<file path="src/rtl/commit_trace_pkg.sv">
// Shared record type, drain states and word builders for the commit-trace drain path.
// Build option TRACE_TIMESTAMP_EN adds a cycle timestamp per record and a TS stream word.
package commit_trace_pkg;

  localparam logic [3:0] TRACE_SYNC    = 4'hC;
  localparam int         HDR_SYNC_LSB  = 28;
  localparam int         HDR_MEM_BIT   = 27;
  localparam int         HDR_RDV_BIT   = 26;
  localparam int         HDR_RADDR_LSB = 21;
  localparam int         HDR_TS_BIT    = 20;
`ifdef TRACE_TIMESTAMP_EN
  localparam logic       TS_PRESENT    = 1'b1;
`else
  localparam logic       TS_PRESENT    = 1'b0;
`endif

  typedef struct packed {
    logic [31:0] pc;
    logic [31:0] instr;
    logic [4:0]  reg_addr;
    logic [31:0] reg_data;
    logic        mem_wrt;
    logic [31:0] mem_addr;
    logic [31:0] mem_data;
    logic [15:0] seq;
`ifdef TRACE_TIMESTAMP_EN
    logic [31:0] ts;
`endif
  } trace_rec_t;

  typedef enum logic [2:0] {
    ST_IDLE, ST_HDR, ST_TS, ST_PC, ST_INSTR, ST_RDATA, ST_MADDR, ST_MDATA
  } drain_state_e;

  function automatic logic [31:0] trace_header(trace_rec_t r);
    logic [31:0] w;
    w                     = 32'h0;
    w[HDR_SYNC_LSB +: 4]  = TRACE_SYNC;
    w[HDR_MEM_BIT]        = r.mem_wrt;
    w[HDR_RDV_BIT]        = (r.reg_addr != 5'd0);
    w[HDR_RADDR_LSB +: 5] = r.reg_addr;
    w[HDR_TS_BIT]         = TS_PRESENT;
    w[15:0]               = r.seq;
    return w;
  endfunction

  // Word following s in this record; ST_IDLE means s was the last word.
  function automatic drain_state_e next_word(drain_state_e s, trace_rec_t r);
    drain_state_e n;
    case (s)
      ST_HDR:   n = TS_PRESENT ? ST_TS : ST_PC;
      ST_TS:    n = ST_PC;
      ST_PC:    n = ST_INSTR;
      ST_INSTR: n = (r.reg_addr != 5'd0) ? ST_RDATA : (r.mem_wrt ? ST_MADDR : ST_IDLE);
      ST_RDATA: n = r.mem_wrt ? ST_MADDR : ST_IDLE;
      ST_MADDR: n = ST_MDATA;
      default:  n = ST_IDLE;
    endcase
    return n;
  endfunction

  function automatic logic [31:0] word_data(drain_state_e s, trace_rec_t r);
    logic [31:0] w;
    case (s)
      ST_HDR:   w = trace_header(r);
`ifdef TRACE_TIMESTAMP_EN
      ST_TS:    w = r.ts;
`endif
      ST_PC:    w = r.pc;
      ST_INSTR: w = r.instr;
      ST_RDATA: w = r.reg_data;
      ST_MADDR: w = r.mem_addr;
      ST_MDATA: w = r.mem_data;
      default:  w = 32'h0;
    endcase
    return w;
  endfunction

endpackage

</file>
<file path="src/rtl/trace_record_fifo.sv">
// Synchronous FIFO of trace records; head is read straight from storage, so a record
// pushed at one edge is first visible to the consumer in the following cycle.
module trace_record_fifo
  import commit_trace_pkg::*;
#(
  parameter int DEPTH = 16,
  localparam int AW   = $clog2(DEPTH)
) (
  input  logic         clk_i,
  input  logic         rst_i,
  input  logic         push_i,
  input  trace_rec_t   push_data_i,
  input  logic         pop_i,
  output trace_rec_t   pop_data_o,
  output logic         full_o,
  output logic         empty_o,
  output logic [AW:0]  level_o
);

  trace_rec_t    mem_q [DEPTH];
  logic [AW-1:0] wr_ptr_q;
  logic [AW-1:0] rd_ptr_q;
  logic [AW:0]   level_q;

  always_ff @(posedge clk_i) begin
    if (rst_i) begin
      wr_ptr_q <= '0;
      rd_ptr_q <= '0;
      level_q  <= '0;
    end else begin
      if (push_i) wr_ptr_q <= wr_ptr_q + 1'b1;
      if (pop_i)  rd_ptr_q <= rd_ptr_q + 1'b1;
      case ({push_i, pop_i})
        2'b10:   level_q <= level_q + 1'b1;
        2'b01:   level_q <= level_q - 1'b1;
        default: level_q <= level_q;
      endcase
    end
  end

  always_ff @(posedge clk_i) begin
    if (push_i) mem_q[wr_ptr_q] <= push_data_i;
  end

  assign pop_data_o = mem_q[rd_ptr_q];
  assign full_o     = (level_q == (AW + 1)'(DEPTH));
  assign empty_o    = (level_q == '0);
  assign level_o    = level_q;

endmodule

</file>
<file path="src/rtl/commit_trace_drain.sv">
// Captures core commit records into a FIFO and drains them as 32-bit stream words.
// TRACE_TIMESTAMP_EN: adds a free-running cycle counter sampled into each record.
module commit_trace_drain
  import commit_trace_pkg::*;
#(
  parameter int DEPTH = 16,
  parameter int XLEN  = 32
) (
  input  logic                     clk_i,
  input  logic                     rst_i,
  input  logic                     update_i,
  input  logic [XLEN-1:0]          pc_i,
  input  logic [XLEN-1:0]          instr_i,
  input  logic [4:0]               reg_addr_i,
  input  logic [XLEN-1:0]          reg_data_i,
  input  logic                     mem_wrt_i,
  input  logic [XLEN-1:0]          mem_addr_i,
  input  logic [XLEN-1:0]          mem_data_i,
  output logic                     out_valid_o,
  input  logic                     out_ready_i,
  output logic [31:0]              out_data_o,
  output logic                     out_last_o,
  output logic                     overflow_o,
  output logic [15:0]              drop_cnt_o,
  output logic [$clog2(DEPTH):0]   level_o
);

  trace_rec_t   rec_in;
  trace_rec_t   fifo_head;
  trace_rec_t   hold_q, hold_d;
  drain_state_e state_q, state_d;
  logic         fifo_full, fifo_empty, push, pop;
  logic [15:0]  seq_q, drop_cnt_q;
  logic         overflow_q;
  logic         out_valid_q, out_last_q;
  logic [31:0]  out_data_q;

`ifdef TRACE_TIMESTAMP_EN
  logic [31:0]  ts_q;

  always_ff @(posedge clk_i) begin
    if (rst_i) ts_q <= '0;
    else       ts_q <= ts_q + 32'd1;
  end
`endif

  always_comb begin
    rec_in          = '0;
    rec_in.pc       = pc_i;
    rec_in.instr    = instr_i;
    rec_in.reg_addr = reg_addr_i;
    rec_in.reg_data = reg_data_i;
    rec_in.mem_wrt  = mem_wrt_i;
    rec_in.mem_addr = mem_addr_i;
    rec_in.mem_data = mem_data_i;
    rec_in.seq      = seq_q;
`ifdef TRACE_TIMESTAMP_EN
    rec_in.ts       = ts_q;
`endif
  end

  // A full FIFO still accepts a commit when the drain side frees a slot this cycle.
  assign push = update_i && (!fifo_full || pop);

  always_ff @(posedge clk_i) begin
    if (rst_i) begin
      seq_q      <= '0;
      drop_cnt_q <= '0;
      overflow_q <= 1'b0;
    end else if (push) begin
      seq_q <= seq_q + 16'd1;
    end else if (update_i) begin
      overflow_q <= 1'b1;
      if (drop_cnt_q != 16'hFFFF) drop_cnt_q <= drop_cnt_q + 16'd1;
    end
  end

  trace_record_fifo #(.DEPTH(DEPTH)) u_fifo (
    .clk_i       (clk_i),
    .rst_i       (rst_i),
    .push_i      (push),
    .push_data_i (rec_in),
    .pop_i       (pop),
    .pop_data_o  (fifo_head),
    .full_o      (fifo_full),
    .empty_o     (fifo_empty),
    .level_o     (level_o)
  );

  // Loading the next record on the last accepted word avoids an idle bubble between records.
  always_comb begin
    state_d = state_q;
    hold_d  = hold_q;
    pop     = 1'b0;
    if (state_q == ST_IDLE || (out_valid_q && out_ready_i && out_last_q)) begin
      if (!fifo_empty) begin
        pop     = 1'b1;
        hold_d  = fifo_head;
        state_d = ST_HDR;
      end else begin
        state_d = ST_IDLE;
      end
    end else if (out_valid_q && out_ready_i) begin
      state_d = next_word(state_q, hold_q);
    end
  end

  always_ff @(posedge clk_i) begin
    if (rst_i) begin
      state_q     <= ST_IDLE;
      hold_q      <= '0;
      out_valid_q <= 1'b0;
      out_data_q  <= '0;
      out_last_q  <= 1'b0;
    end else begin
      state_q     <= state_d;
      hold_q      <= hold_d;
      out_valid_q <= (state_d != ST_IDLE);
      out_data_q  <= word_data(state_d, hold_d);
      out_last_q  <= (state_d != ST_IDLE) && (next_word(state_d, hold_d) == ST_IDLE);
    end
  end

  assign out_valid_o = out_valid_q;
  assign out_data_o  = out_data_q;
  assign out_last_o  = out_last_q;
  assign overflow_o  = overflow_q;
  assign drop_cnt_o  = drop_cnt_q;

endmodule
</file>
<file path="config.mk">
export PLATFORM = sky130hd
export DESIGN_NAME = commit_trace_drain
export DESIGN_NICKNAME = d
export VERILOG_FILES = /design/src/rtl/commit_trace_pkg.sv /design/src/rtl/trace_record_fifo.sv /design/src/rtl/commit_trace_drain.sv
export SDC_FILE = /design/constraint.sdc
export NUM_CORES = 2
export LEC_CHECK = 0
export CAP_MARGIN = 20
export CORE_UTILIZATION = 45
export DETAILED_ROUTE_END_ITERATION = 8
export MAX_ROUTING_LAYER = met4
export PLACE_DENSITY = 0.63
export SETUP_SLACK_MARGIN = 0.02
export SLEW_MARGIN = 20
export SYNTH_ARGS = -nofsm -noshare
export SYNTH_HDL_FRONTEND = slang
export SYNTH_SLANG_ARGS = --single-unit
</file>
<file path="constraint.sdc">
create_clock -name clk_i -period 27.4 [get_ports clk_i]
set_clock_uncertainty 0.2 [all_clocks]
set_input_delay 2.74 -clock clk_i [delete_from_list [all_inputs] [get_ports clk_i]]
set_output_delay 2.74 -clock clk_i [all_outputs]
set_load 0.05 [all_outputs]
</file>
==> impl_metrics.yaml <==
status:
  status: "finished with violations"
  violations: "design-rule violations"
logic_synthesis:
  async_flop_share_pct: 0
  netlist_area_mm2: 0.120
  syn_area_per_cell_um2: 21.5
  synth-adder-area-share_pct: 0.121
  syn_nets: 5776
  synth_compound_area_share_pct: 2.44
  synth.top_cell.area_share_pct: 72.7
  synth_top_family_by_area: "multiplexers"
  synth.most_common_cell: "edfxtp_1"
  seq_area_frac_synth_pct: 77.2
  yosys.area_share.simple_pct: 2.17
  synth.largest_area_cell: "edfxtp_1"
  syn_inst: 5595
  yosysWarningCount: 0
  synth.area.mux_share_pct: 16.5
  synthFlopType: "edfxtp_1"
  synth_cell_type_count: 72
  synthTopCellsByArea: "edfxtp_1 (73%), mux4_2 (15%), dfxtp_1 (4.5%)"
  synth-xor-area-share_pct: 0.248
  yosys-top-cells-count: "edfxtp_1 (2,912), mux4_2 (808), nand2_1 (282)"
  synth_edf_count: 2912
  synth-seq-cells: 3181
clock_tree:
  cts.sinks: 3181
  cts-root-buf: "clkbuf_16"
  postCtsHoldBufs: 0
  post_cts_buffers: 0
  clkTransAtPathRegs_ps: 60
  insertion_delay_ps: 950
  htreeDepth: 5
  cts_resized: 0
  cts-buffers-inserted: 341
  clk_path_buf_depth: 4
  cts_tree: "done"
timing:
  setup_violations: 0
  worstMarginPinSlew_ps: 1160
  setup_tns_ps: 0
  relSlewSlack_pct: 22.6
  hold_violations: 0
  slew_violations: 0
  fmax_mhz: 136
  fin_ws_ps: 20060
  post-route-period-util_pct: 26.8
  rsz0062_at_grt: "false"
  period_needed_ps: 7340
die:
  io_pins: 226
  start_util_pct: 45.3
  die_h_um: 519
  std_cell_rows: 189
  die_x_um: 519
  core_mm2: 0.265
  die_area_mm2: 0.269
setup_path:
  worstSetupPathType: "input pin to flop"
  cp_max_fo: 48
  start_kind: "input pin"
  endpoint_kind: "flop"
  cp.arrival_ps: 7680
  cp.required_ps: 27740
layout:
  nFillCells: 20600
  final_util_pct: 51.7
  final_cell_area_mm2: 0.137
  layout-drive-gt1-share_pct: 23.1
  nets: 6139
  area_growth_pct: 14.0
placed_design:
  placed_cell_area_mm2: 0.127
  hpwl_um: 178000
  dpl_worst_slack_ps: 19040
  place_congestion: 0.889
  portBuffers: 225
detailed_routing:
  initialDrtViolationCount: 6419
  drt_first_pass_iters: 8
  vias_per_cell: 6.02
  drt-total-wl_um: 314000
  drc: 27
  vias: 58900
  wire_per_inst_um: 32.1
  ant_nets: 0
global_routing:
  grtUsageMet2_pct: 37.4
  gr-max-usage-layer: "met2"
  grt_pass1_wl_um: 446000
  grt_pass1_vias: 59200
  grtUsageTotal_pct: 24.0
  grt_util_met1_pct: 31.8
  grt_max_degree: 123
  grt_remaining_overflow: 0
  antenna_found_initial: 49
  grt_util_met3_pct: 3.98
worst_hold_path:
  hp-class: "flop to flop"
pwr:
  power_leakage_uw: 0.0428
  power.density_mw_per_mm2: 93.6
  peakVddDrop_v: 0.0000939
  power_uw: 12800
flow_run:
  cap_violations: 0
layer usage:
metal,share of wire [%],wire [µm]
met1,40,127000
met2,48,152000
met3,6.9,21700
met4,4.4,13800
met5,0,0
per-stage QoR:
step / hold slack (ps) / std cells
4_1_cts: 254 / 9745
3_5_place_dp: 246 / 9148
5_1_grt: 271 / 9771
3_3_place_gp: 243 / 9146
2_1_floorplan: 232 / 5595
6_report: 252 / 9778
worst max-delay path, stage by stage:
cell             delay, ps
clkdlybuf4s50_1        560
and3_1                 540
o41a_1                 680
nand2_1                420
nor3_2                 240
buf_4                  770
buf_4                  870
buf_4                  730
kinds of logic after synthesis:
| kind of cell | Yosys count |
|---|---|
| flip-flops | 3181 |
| multiplexers | 971 |
| AND/OR/NAND/NOR | 606 |
| AO/OA/AOI/OAI | 463 |
| buffers and inverters | 329 |
| XOR/XNOR | 34 |
| adder cells (fa/ha/maj) | 11 |
where the power goes:
group	switching, µW	internal, µW	total, µW
Combinational	1680	1110	2790
Sequential	157	5530	5690
Clock	1810	2540	4350
Total	3650	9180	12800
worst paths after layout:
path,from,endpoint,slack [ps],cells past startpoint
setup / recovery,out_ready_i,u_fifo.mem_q[3][131],20060,8
hold / removal,hold_q[123],hold_q[123],250,2
setup reg to reg,flop,out_data_o[5],21610,9
hold reg to reg,hold_q[123],hold_q[123],250,2
final cells by class:
type                       count  area [µm²]  share of cell area [%]
sequential                  3181       92800                    67.7
multi-input combinational   2085       26000                    19.0
clock buffer                 446        9230                    6.73
tap                         3533        4420                    3.22
timing repair buffer         337        3260                    2.38
clock inverter               151        1230                   0.896
antenna                       33        82.6                  0.0602
inverter                      12        55.1                  0.0401
sequential cells by signal, indices dropped and copies added (netlist names), named ones only:
signal,flops
u_fifo.level_o,5
out_valid_o,1
out_data_o,32
seq_q,16
drop_cnt_o,16
u_fifo.mem_q,2912
overflow_o,1
state_q,3
u_fifo.rd_ptr_q,4
out_last_o,1
u_fifo.wr_ptr_q,4
hold_q,182
cell usage in the layout, fill, tap and decap left out, types with 10 or more instances in the layout:
cell type	count
edfxtp_1	2912
mux4_2	808
clkbuf_16	348
nand2_1	282
dfxtp_1	265
clkdlybuf4s50_1	220
a21oi_1	197
nor2_1	197
mux2i_1	155
buf_4	101
o22ai_1	85
clkbuf_1	83
clkinv_2	59
clkinv_1	58
a211oi_1	51
diode_2	33
nand3_1	22
a221oi_1	19
bufinv_16	19
nor2b_1	18
o21ai_0	18
xor2_1	18
xnor2_1	16
clkbuf_8	15
a31oi_1	14
buf_12	13
nor2_4	12
nor3_1	12
and3_1	11
o22a_1	11
inv_1	10
nand4_1	10
ha_1	10
(Power assumes the default switching activity.)
